## src/rtl/frogger_pkg.sv

```systemverilog
// Shared Frogger game types and constants, also used by the renderer for
// drawing the time bar and the hearts.
package frogger_pkg;

  typedef enum logic [2:0] {
    IDLE     = 3'd0,
    PLAY     = 3'd1,
    DYING    = 3'd2,
    LEVEL    = 3'd3,
    GAMEOVER = 3'd4
  } game_state_t;

  localparam int unsigned TIME_MAX   = 200;
  localparam int unsigned LIVES_INIT = 3;
  localparam int unsigned HOME_PTS   = 50;

  localparam int unsigned TIME_W  = 8;
  localparam int unsigned LIVES_W = 2;
  localparam int unsigned SCORE_W = 16;
  localparam int unsigned HOMES_W = 3;

  // Score addition that clamps at all-ones instead of wrapping.
  function automatic logic [SCORE_W-1:0] sat_add(input logic [SCORE_W-1:0] a,
                                                 input logic [SCORE_W-1:0] b);
    logic [SCORE_W:0] sum;
    sum = {1'b0, a} + {1'b0, b};
    return sum[SCORE_W] ? {SCORE_W{1'b1}} : sum[SCORE_W-1:0];
  endfunction

endpackage

```

## src/rtl/frame_sec_divider.sv

```systemverilog
// Divides frame_tick down to one sec_tick_c per game second; clear holds the
// count at zero.
module frame_sec_divider #(
  parameter int unsigned FRAMES_PER_SEC = 60
) (
  input  logic Clk,
  input  logic Reset,
  input  logic clear,
  input  logic tick,
  output logic sec_tick_c
);

  localparam int unsigned DIV_W = (FRAMES_PER_SEC > 1) ? $clog2(FRAMES_PER_SEC) : 1;

  logic [DIV_W-1:0] frame_div;

  assign sec_tick_c = tick && (frame_div == DIV_W'(FRAMES_PER_SEC - 1));

  always_ff @(posedge Clk or posedge Reset) begin
    if (Reset) begin
      frame_div <= '0;
    end else if (clear) begin
      frame_div <= '0;
    end else if (tick) begin
      frame_div <= sec_tick_c ? '0 : frame_div + DIV_W'(1);
    end
  end

endmodule

```

## src/rtl/frogger_game_ctrl.sv

```systemverilog
// Frogger play sequencer: lives, time bar, score, home slots and respawn.
// Optional macro BONUS_TIME_EN adds half the remaining time bar to each home score.
module frogger_game_ctrl
  import frogger_pkg::*;
#(
  parameter int unsigned FRAMES_PER_SEC = 60,
  parameter int unsigned DEATH_FRAMES   = 30,
  parameter int unsigned HOMES          = 5
) (
  input  logic               Clk,
  input  logic               Reset,
  input  logic               frame_tick,
  input  logic               start_btn,
  input  logic               collide,
  input  logic               home_reached,
  output game_state_t        state,
  output logic [LIVES_W-1:0] lives,
  output logic [TIME_W-1:0]  time_width,
  output logic [SCORE_W-1:0] score,
  output logic [HOMES_W-1:0] homes_filled,
  output logic               frog_respawn,
  output logic               game_over
);

  localparam int unsigned DTH_W = $clog2(DEATH_FRAMES + 1);

  game_state_t        state_d;
  logic [LIVES_W-1:0] lives_d;
  logic [TIME_W-1:0]  time_width_d;
  logic [SCORE_W-1:0] score_d;
  logic [HOMES_W-1:0] homes_d;
  logic               respawn_d;
  logic [DTH_W-1:0]   death_cnt, death_cnt_d;
  logic               start_prev;
  logic               sec_tick_c;
  logic               timeout_c;
  logic               home_take_c;
  logic [SCORE_W-1:0] home_inc_c;

  // Frame divider only runs while playing; a fresh life or home restarts it.
  frame_sec_divider #(.FRAMES_PER_SEC(FRAMES_PER_SEC)) u_div (
    .Clk        (Clk),
    .Reset      (Reset),
    .clear      ((state != PLAY) || home_take_c),
    .tick       (frame_tick && (state == PLAY)),
    .sec_tick_c (sec_tick_c)
  );

  // The decrement happens first, so a bar reaching zero on this second kills.
  assign timeout_c   = sec_tick_c && (time_width <= TIME_W'(1));
  assign home_take_c = (state == PLAY) && home_reached && !collide && !timeout_c;

`ifdef BONUS_TIME_EN
  assign home_inc_c = SCORE_W'(HOME_PTS) + SCORE_W'(time_width >> 1);
`else
  assign home_inc_c = SCORE_W'(HOME_PTS);
`endif

  always_ff @(posedge Clk or posedge Reset) begin
    if (Reset) begin
      state        <= IDLE;
      lives        <= LIVES_W'(LIVES_INIT);
      time_width   <= TIME_W'(TIME_MAX);
      score        <= '0;
      homes_filled <= '0;
      frog_respawn <= 1'b0;
      game_over    <= 1'b0;
      death_cnt    <= '0;
      start_prev   <= 1'b0;
    end else begin
      state        <= state_d;
      lives        <= lives_d;
      time_width   <= time_width_d;
      score        <= score_d;
      homes_filled <= homes_d;
      frog_respawn <= respawn_d;
      game_over    <= (state_d == GAMEOVER);
      death_cnt    <= death_cnt_d;
      start_prev   <= start_btn;
    end
  end

  always_comb begin
    state_d      = state;
    lives_d      = lives;
    time_width_d = time_width;
    score_d      = score;
    homes_d      = homes_filled;
    respawn_d    = 1'b0;
    death_cnt_d  = death_cnt;

    unique case (state)
      IDLE, GAMEOVER: begin
        // IDLE starts on level, GAMEOVER only on a fresh press.
        if (start_btn && ((state == IDLE) || !start_prev)) begin
          state_d      = PLAY;
          lives_d      = LIVES_W'(LIVES_INIT);
          time_width_d = TIME_W'(TIME_MAX);
          score_d      = '0;
          homes_d      = '0;
          respawn_d    = 1'b1;
        end
      end
      PLAY: begin
        if (sec_tick_c && (time_width != '0)) begin
          time_width_d = time_width - TIME_W'(1);
        end
        if (collide || timeout_c) begin
          state_d     = DYING;
          lives_d     = (lives == '0) ? '0 : lives - LIVES_W'(1);
          death_cnt_d = '0;
        end else if (home_reached) begin
          score_d = sat_add(score, home_inc_c);
          if (homes_filled == HOMES_W'(HOMES - 1)) begin
            state_d = LEVEL;
          end else begin
            homes_d      = homes_filled + HOMES_W'(1);
            time_width_d = TIME_W'(TIME_MAX);
            respawn_d    = 1'b1;
          end
        end
      end
      DYING: begin
        if (frame_tick) begin
          if (death_cnt == DTH_W'(DEATH_FRAMES - 1)) begin
            death_cnt_d = '0;
            if (lives == '0) begin
              state_d = GAMEOVER;
            end else begin
              state_d      = PLAY;
              time_width_d = TIME_W'(TIME_MAX);
              respawn_d    = 1'b1;
            end
          end else begin
            death_cnt_d = death_cnt + DTH_W'(1);
          end
        end
      end
      LEVEL: begin
        state_d      = PLAY;
        homes_d      = '0;
        time_width_d = TIME_W'(TIME_MAX);
        respawn_d    = 1'b1;
      end
      default: state_d = IDLE;
    endcase
  end

endmodule

```

## config.mk

```make
export PLATFORM = sky130hd
export DESIGN_NAME = frogger_game_ctrl
export DESIGN_NICKNAME = d
export VERILOG_FILES = /design/src/rtl/frogger_pkg.sv /design/src/rtl/frame_sec_divider.sv /design/src/rtl/frogger_game_ctrl.sv
export SDC_FILE = /design/constraint.sdc
export NUM_CORES = 1
export LEC_CHECK = 0
export CAP_MARGIN = 30
export CORE_ASPECT_RATIO = 1.75
export CORE_MARGIN = 2
export CORE_UTILIZATION = 58
export CTS_BUF_LIST = sky130_fd_sc_hd__clkbuf_4 sky130_fd_sc_hd__clkbuf_8 sky130_fd_sc_hd__clkbuf_16
export DETAILED_ROUTE_END_ITERATION = 8
export PLACE_DENSITY = 0.88
export SETUP_SLACK_MARGIN = 0.2
export SLEW_MARGIN = 20
export SYNTH_ARGS = -nofsm -noshare
export SYNTH_HDL_FRONTEND = slang
export SYNTH_SLANG_ARGS = --single-unit
```

## constraint.sdc

```tcl
create_clock -name Clk -period 4 [get_ports Clk]
set_clock_uncertainty 0.05 [all_clocks]
set_input_delay 0.6 -clock Clk [delete_from_list [all_inputs] [get_ports Clk]]
set_output_delay 0.6 -clock Clk [all_outputs]
set_load 0.005 [all_outputs]
```

Yosys cells after proc, flatten, opt, wreduce, memory -nomap -nowiden
Cells that the tools add are included.
Widths: inputs -> output; s select.

operators by class
  $add $sub $neg = 6
  reductions and logical operators = 28
  $lt $le $gt $ge = 1
  eq/ne operators = 17
  multiplexer cells = 46

operators with widths
  operator               count
  $mux 16                4
  $mux 8                 8
  $mux 3                 11
  $pmux 16 s2            1
  $pmux 8 s4             1
  $mux 6                 3
  $add 16x6->17 const B  1
  $mux 5                 3
  $ne 2x2->1 const B     7
  $pmux 3 s4             1
  $pmux 5 s2             1
  $reduce_and 5->1       2
  $eq 3x3->1 const B     3
  $pmux 3 s3             1
  $le 8x1->1 const B     1
  $logic_and 1x1->1      8
  $reduce_bool 8->1      1
  $sub 8x1->8 const B    1
  $mux 1                 7
  $add 6x1->6 const B    1
  $eq 3x2->1 const B     2
  $eq 6x6->1 const B     1
  $mux 2                 3
  $reduce_and 3->1       2
  other kinds (18)       24

word-level totals
  logic and storage cells = 108
  bits of input ports = 6
  output and inout bits = 34
  register bits = 46

Logic depth before layout (Yosys ltp)
Gate-level depths: netlist (run 1).

  depth after elaboration = 9
  depth in mapped cells = 8
  gate-level depth less buffers = 7

By module
From an unflattened synthesis (run 1), not the netlist that was laid out.

unflattened totals
  cell total of the unflattened synthesis = 281
  area total of the unflattened synthesis = 2667.6 um^2

by module, submodules not included
  module             cells each  times used  area an instance (um^2)  sequential area each (um^2)
  frogger_game_ctrl  245         1           2327.2                   1007.2
  frame_sec_divider  36          1           340.3                    150.1

Worst setup path after synthesis (run 1)
No wires, ideal clock.

  kind = input to register
  start point = input frame_tick
  end point = register death_cnt[0]
  arrival = 2.028 ns
  path buffers = 2
  required time = 3.825 ns
  slack = 1.797 ns
  cell stages on the path = 7
  library setup time = 0.125 ns
  cell sequence = clkbuf_1 -> nand2_1 -> nor2_2 -> a21oi_2 -> or2_1 -> buf_6 -> mux2_4

between the ends
  longest elaborated chain between the ends = 6
  elaborated cells between the ends (all ways) = 7
  classes of those cells = eq/ne (2); reduce/logical (5)

RTL lines
  what                                   RTL line                  RTL
  from (decl)                            frogger_game_ctrl.sv:12   input logic frame_tick,
  $logic_and 1x1->1                      frogger_game_ctrl.sv:45   .tick (frame_tick && (state == PLAY)),
  $logic_and 1x1->1                      frame_sec_divider.sv:17   assign sec_tick_c = tick && (frame_div == DIV_W'(FRAMES_PER_SEC - 1));
  $logic_and 1x1->1                      frogger_game_ctrl.sv:50   assign timeout_c = sec_tick_c && (time_width <= TIME_W'(1));
  $logic_or 1x1->1                       frogger_game_ctrl.sv:108  if (collide || timeout_c) begin
  $ne 2x1->1 (no source line)            --
  $reduce_and 3->1 (no source line) (*)  --
  to (signal assigned)                   frogger_game_ctrl.sv:78   death_cnt <= death_cnt_d;
  to (decl)                              frogger_game_ctrl.sv:33   logic [DTH_W-1:0] death_cnt, death_cnt_d;

Mark *: on every way between the ends. The rest lies on a longest branch, timed or not.
A chain may end at the register's enable or synchronous reset.

Worst setup path after layout (run 1)
Ends and elaborated chain as after synthesis.

==> results of run 1 <==
per-layer routing:
layer,up-vias,global-route usage [%]
li1,1146,-
met2,73,42.5
met5,-,0
met3,8,4.55
met1,1155,29.5
met4,0,12.4
report_power, final:
part	switching (W)	internal (W)	leakage, nW
Clock	0.000165	0.000123	0.0441
Combinational	0.000294	0.000240	0.647
Sequential	0.0000943	0.000537	0.612
Yosys cell counts, drive strengths merged, types with 3 or more instances:
cell	number
a31oi	5
nand2	26
nor3	8
xor2	3
nand2b	6
a211o	3
nor3b	3
a21o	3
and3	7
buf	5
or2	4
o21ai	21
nor2	23
and2	3
a21oi	13
or4	3
ha	8
nand3	15
dfstp	5
or3	3
mux2i	3
o31ai	8
dfrtp	41
nand4	8
nor2b	5
xnor2	3
clkbuf	5
a32o	10
inv	10
through the flow:
stage | hold slack [ns] | total power, W | utilization [%] | setup WS [ns] | instance area (um^2)
finish | 0.441 | 0.00145 | 72.2 | 1.55 | 3210
global route | 0.476 | 0.00155 | 72.2 | 1.43 | 3210
CTS | 0.449 | 0.00146 | 72.2 | 1.59 | 3210
detailed placement | 0.429 | 0.00117 | 70.1 | 1.26 | 3120
global placement | 0.428 | 0.00116 | 70.1 | 1.34 | 3120
floorplan | 0.419 | 0.000962 | - | 1.80 | 2690
kinds of logic (layout without fill, tap and decap cells):
logic type	after synthesis	in the layout
and+or+nand+nor	121	121
AOI/OAI and AO/OA	80	80
DFF	46	46
buffers and inverters	20	60
adders and majority gates	8	8
xor gates and xnor gates	6	6
muxes	4	4
flip-flops by register name, summed over array words and instances, names as in the netlist:
name	flops
score	16
time_width	8
u_div.frame_div	6
death_cnt	5
homes_filled	3
state	3
lives	2
frog_respawn	1
game_over	1
start_prev	1
worst min-delay path by stage:
| stage | end | startpoint | slack, ns |
|---|---|---|---|
| global placement | score[0] | score[0] | 0.43 |
| CTS | score[0] | score[0] | 0.45 |
| detailed placement | score[0] | score[0] | 0.43 |
| finish | score[0] | score[0] | 0.44 |
| floorplan | death_cnt[4] | death_cnt[4] | 0.42 |
| global route | death_cnt[4] | death_cnt[4] | 0.48 |
final cells by class:
class                   instances  area, um^2  share of cell area (%)
multi-input cells             219        1450                    45.1
flip-flops and latches         46        1160                    36.1
repair buffers                 42         413                    12.9
clock buffers                   5        68.8                    2.15
well taps                      51        63.8                    1.99
inverters                      10        37.5                    1.17
clock inverters                 3        21.3                   0.663
worst max-delay path: cells and delay by family:
kind	cells	cell delay, ns
buffers and inverters	1	0.66
AND/OR/NAND/NOR	3	0.87
AO/OA/AOI/OAI	1	0.14
multiplexers	1	0.32
==> results.md, run 1 <==
* Layout cell share with drive strength beyond 1 at 11.1%
* Critical path required time at 4.15 ns
* Met2 wire length at 3.15 mm
* Crit share post-route at 61.3%
* ANT cells at 0
* Pins Over Slew Limit at 0
* Final ANT Viol Nets at 0
* Vias per cell at 6.34
* Remaining Overflow, GRT at 0
* Worst R2R Path Depth at 4
* Crit Path Class: in2reg
* Clk Latency, worst-skew pair at 0.31 ns
* Crit-path max FO at 9
* Crit-path max cell delay at 0.66 ns
* Core area at 4440 um^2
* Worst slew pin tran at 0.881 ns
* Yosys reg bits at 46
* Commonest non-fill, non-tap cell in the layout: dfrtp_1
* Overall global routing resource usage at 24.8%
* DRT met1 WL at 2.60 mm
* Hold path cells at 2
* Hold Buf Count CTS at 0
* CTS tree: built
* Initial Utilization at 60.5%
* P per Cell Area at 453 nW/um^2
* Compound-Gate Fraction of Synth Area at 21.7%
* Vias in the first global route at 2361
* Initial antenna violation count at 0
* Critical path arrival at 2.60 ns
* Met3 Wirelength at 254 um
* Layout filler cell count at 326
* Uppermost routed layer: met4
* Placed Cells incl. Taps at 368
* Area growth, synth to finish at 19.2%
* Die Y at 94.1 um
* Max-slew headroom at 41.1%
* Reg2Reg Setup Slack at 1.57 ns
* Setup violations, final at 0
* Setup crit end kind: flop
* Setup crit start kind: primary input
* Final setup TNS at 0 ns
* Synth top area share at 38.1%
* Yosys cell types at 57
* Port bufs at 39
* CP max stage cell: clkdlybuf4s50_1
* First-pass GRT wire length at 10.4 mm
* Fin. Hold Viols at 0
* DRC at 0
* Setup crit start: frame_tick
* Via count at 2382
* Synthesized Nets at 299
* Root Buffer: clkbuf_8
* Maxcap violations at 0
* Synth Area in XOR/XNOR at 1.95%
* Htree depth at 2
* Reg2Reg Capture Point: death_cnt[0]
* Lkg Pwr at 1.30 nW
* Placer Congestion at 0.910
* Cell count after synthesis at 285
* Wirelength per Cell at 16.2 um
* DRT Pass-1 Iters at 4
* Minimum clock period at 2.45 ns
* Hold crit path type: reg2reg
* Post-route insts no fill at 376
* Total die area at 5220 um^2
* Num CTS Buffers at 5
* RSZ-0062 raised after global routing: false
* Syn avg cell area at 9.44 um^2
* # rows at 32
* Most frequent cells in the layout: dfrtp_1 (41), clkdlybuf4s50_1 (39), nand2_1 (26), nor2_1 (22), o21ai_0 (20)
* RR Startpoint: state[2]
* Largest net degree at the start of global routing at 47
* Io pins at 40
* Iteration-0 DRC Markers at 114
* Number of flops mapped to enable cells by yosys at 0
* Clk buf depth at 2
* Gates resized, CTS repair at 0
* Leading area contributor after synthesis: dfrtp_1
* Mux contribution to synthesized area at 1.67%
* Sequential fraction of the synthesis area at 43.0%
* Worst IR Drop VDD at 439 uV
* Simple-gate share of the synthesized area at 24.7%
* Synth Flop Type: dfrtp_1
* Post-Syn Area at 2690 um^2
* Final wirelength at 6.10 mm
* Clk slew on worst S/H paths at 0.09 ns
* Status: complete, no violations
* Setup crit end: death_cnt[0]
* Width of the die at 55.5 um
* Async SR Flop Fraction at 100%
* Area contributors post-synth: dfrtp_1 (38%), dfstp_2 (4.9%), a32o_1 (3.7%)
* Worst path cell trace: clkdlybuf4s50_1, nand2_1, nor2_2, a21oi_2, or2_1, mux2_4
* Post-DP HPWL at 4.35 mm
* # nets final at 338
* Post-CTS Setup Bufs at 0
* Adder-cell share of the synthesized area at 3.72%
* CTS Sinks at 46
* Combinational family with the most area after synthesis: simple AND/OR/NAND/NOR gates
* Fmax achieved at 408 MHz
* Yosys warns at 0
(Power assumes the default switching activity.)
==> run 2, diff against run 1 <==
--- a/config.mk
+++ b/config.mk
@@ -8,10 +8,10 @@
 export CAP_MARGIN = 30
 export CORE_ASPECT_RATIO = 1.75
 export CORE_MARGIN = 2
-export CORE_UTILIZATION = 58
+export CORE_UTILIZATION = 49
 export CTS_BUF_LIST = sky130_fd_sc_hd__clkbuf_4 sky130_fd_sc_hd__clkbuf_8 sky130_fd_sc_hd__clkbuf_16
 export DETAILED_ROUTE_END_ITERATION = 8
-export PLACE_DENSITY = 0.88
+export PLACE_DENSITY = 0.79
 export SETUP_SLACK_MARGIN = 0.2
 export SLEW_MARGIN = 20
 export SYNTH_ARGS = -nofsm -noshare
==> constraint.sdc (replaced) <==
create_clock -name Clk -period 2.1 [get_ports Clk]
set_clock_uncertainty 0.05 [all_clocks]
set_input_delay 0.315 -clock Clk [delete_from_list [all_inputs] [get_ports Clk]]
set_output_delay 0.315 -clock Clk [all_outputs]
set_load 0.005 [all_outputs]
==> results.md, run 2 (same netlist as run 1, synthesis figures left out) <==
* Vias in the first global route at 2590
* Met2 wire length at 4.02 mm
* Power Total at 0.00324 W
* Setup crit end kind: flop
* ANT cells at 0
* DRT Pass-1 Iters at 4
* Worst IR Drop VDD at 624 uV
* Setup crit start kind: flop
* Clk buf depth at 2
* Total die area at 6120 um^2
* Crit-path max FO at 5
* Initial antenna violation count at 0
* Net Sw Frac at 40.4%
* Commonest non-fill, non-tap cell in the layout: dfrtp_1
* Most frequent cells in the layout: dfrtp_1 (40), clkdlybuf4s50_1 (39), buf_4 (35), nand2_1 (23), nor2_1 (18)
* Layout cell share with drive strength beyond 1 at 31.3%
* Initial Utilization at 50.8%
* Critical path required time at 2.29 ns
* Maxcap violations at 0
* Fin. Hold Viols at 0
* Layout filler cell count at 368
* # rows at 35
* Reg2Reg Setup Slack at -0.05 ns
* Setup violations, final at 4
* Clk Latency, worst-skew pair at 0.30 ns
* Htree depth at 2
* Crit Path Class: reg2reg
* Remaining Overflow, GRT at 0
* Num CTS Buffers at 5
* P per Cell Area at 844 nW/um^2
* Logic pwr share at 45.9%
* Clk slew on worst S/H paths at 0.09 ns
* Worst slew pin tran at 0.517 ns
* Port bufs at 39
* Final setup TNS at -0.0905 ns
* Iteration-0 DRC Markers at 99
* Crit-path max cell delay at 0.56 ns
* Max-slew headroom at 65.6%
* Largest register by flop count: score
* Final wirelength at 7.57 mm
* Root Buffer: clkbuf_8
* Worst path cell trace: or4_4, or4_4, o211ai_2, a221oi_2, buf_4, a211o_1
* DRC at 0
* Placer Congestion at 0.824
* Largest net degree at the start of global routing at 29
* Area growth, synth to finish at 42.6%
* Minimum clock period at 2.15 ns
* # nets final at 377
* Reg2Reg Capture Point: time_width[6]
* Int Pwr at 0.00193 W
* Sequential cell fraction of total power at 37.1%
* Hold crit path type: in2async
* Finished Cell Area at 3830 um^2
* Wirelength per Cell at 17.3 um
* Post-DP HPWL at 5.08 mm
* CTS Sinks at 46
* Vias per cell at 6.15
* First-pass GRT wire length at 11.7 mm
* Max FFs per register at 16
* Final ANT Viol Nets at 0
* Clock share of power at 17.0%
* DRT met1 WL at 2.88 mm
* Lkg Pwr at 1.56 nW
* Finished Core Util at 72.4%
* CTS tree: built
* Psw at 0.00131 W
* Failing checks: negative setup slack
* Critical path arrival at 2.33 ns
* Pins Over Slew Limit at 0
* Met3 Wirelength at 304 um
* Die Y at 102 um
* Fmax achieved at 466 MHz
* Fin worst setup slack at -0.0454 ns
* Placed cell areas at 3390 um^2
* Width of the die at 60.0 um
* Largest regs: score: 16 flops, time_width: 8 flops, u_div.frame_div: 6 flops
* Io pins at 40
* Status: complete, but fails checks
* Via count at 2694
* RSZ-0062 raised after global routing: true
* Overall global routing resource usage at 24.9%
* Core area at 5300 um^2
* CP dominant cell by count: or4_4
* Uppermost routed layer: met4
* RR Startpoint: time_width[3]
* Worst R2R Path Depth at 6
* Crit share post-route at 102%
* CP max stage cell: or4_4
## run 2: cell count changes in the layout (fill, tap and decap cells not counted), sizes merged
cell    change
buf        +39
clkinv      -1
inv         +1
## run 2: worst max-delay path: cells and delay by family (launching register included)
family                 cells  cell delay [ns]
buffers and inverters      1             0.18
AOI/OAI and AO/OA          3             0.48
and+or+nand+nor            2             1.00
DFF                        1             0.37
## run 2: final cells by class
type	count	area, um^2	share of cell area (%)
Clock buffer	5	68.8	1.79
Inverter	10	37.5	0.979
Timing Repair Buffer	81	741	19.3
Clock inverter	3	21.3	0.555
Multi-Input combinational cell	219	1720	44.7
Tap cell	74	92.6	2.41
Sequential cell	46	1160	30.2
## run 2: power by group through the flow
stage	registers, W	clock network, W	logic [W]
floorplan	0.00117	0	0.000689
global placement	0.00118	0	0.00118
detailed placement	0.00119	0	0.00120
CTS	0.00118	0.000559	0.00132
global route	0.00122	0.000603	0.00158
finish	0.00120	0.000550	0.00149
## run 2: repair_timing
action                                  CTS  global route
endpoints found under the hold margin     0             0
endpoints found under the setup margin   35            42
resized for setup                        30            45
cloned                                    3             1
setup buffers                             4             2
hold buffers                              0             0
pin swaps                                11            16
## run 2: per-stage QoR
step | instances | setup WS, ns | hold WS [ns]
floorplan | 285 | -0.0685 | 0.296
global placement | 420 | -0.000960 | 0.426
detailed placement | 420 | -0.0272 | 0.429
CTS | 435 | -0.0354 | 0.288
global route | 438 | -0.0957 | 0.323
finish | 438 | -0.0454 | 0.275
## run 2: worst max path at each step
stage                   from                  to  slack (ns)  cells after the start
2_1_floorplan  time_width[4]        death_cnt[0]       -0.07                      6
3_3_place_gp   time_width[3]       time_width[6]      -0.001                      6
3_5_place_dp   time_width[4]  u_div.frame_div[5]       -0.03                      7
4_1_cts        time_width[3]       time_width[6]       -0.04                      6
5_1_grt        time_width[3]       time_width[6]        -0.1                      6
6_report       time_width[3]       time_width[6]       -0.05                      6
## run 2: routing by layer
metal | global-route usage, % | vias up
met5 | 0 | -
met4 | 10.8 | 0
met3 | 3.54 | 29
met2 | 44.0 | 100
met1 | 29.1 | 1336
li1 | - | 1229
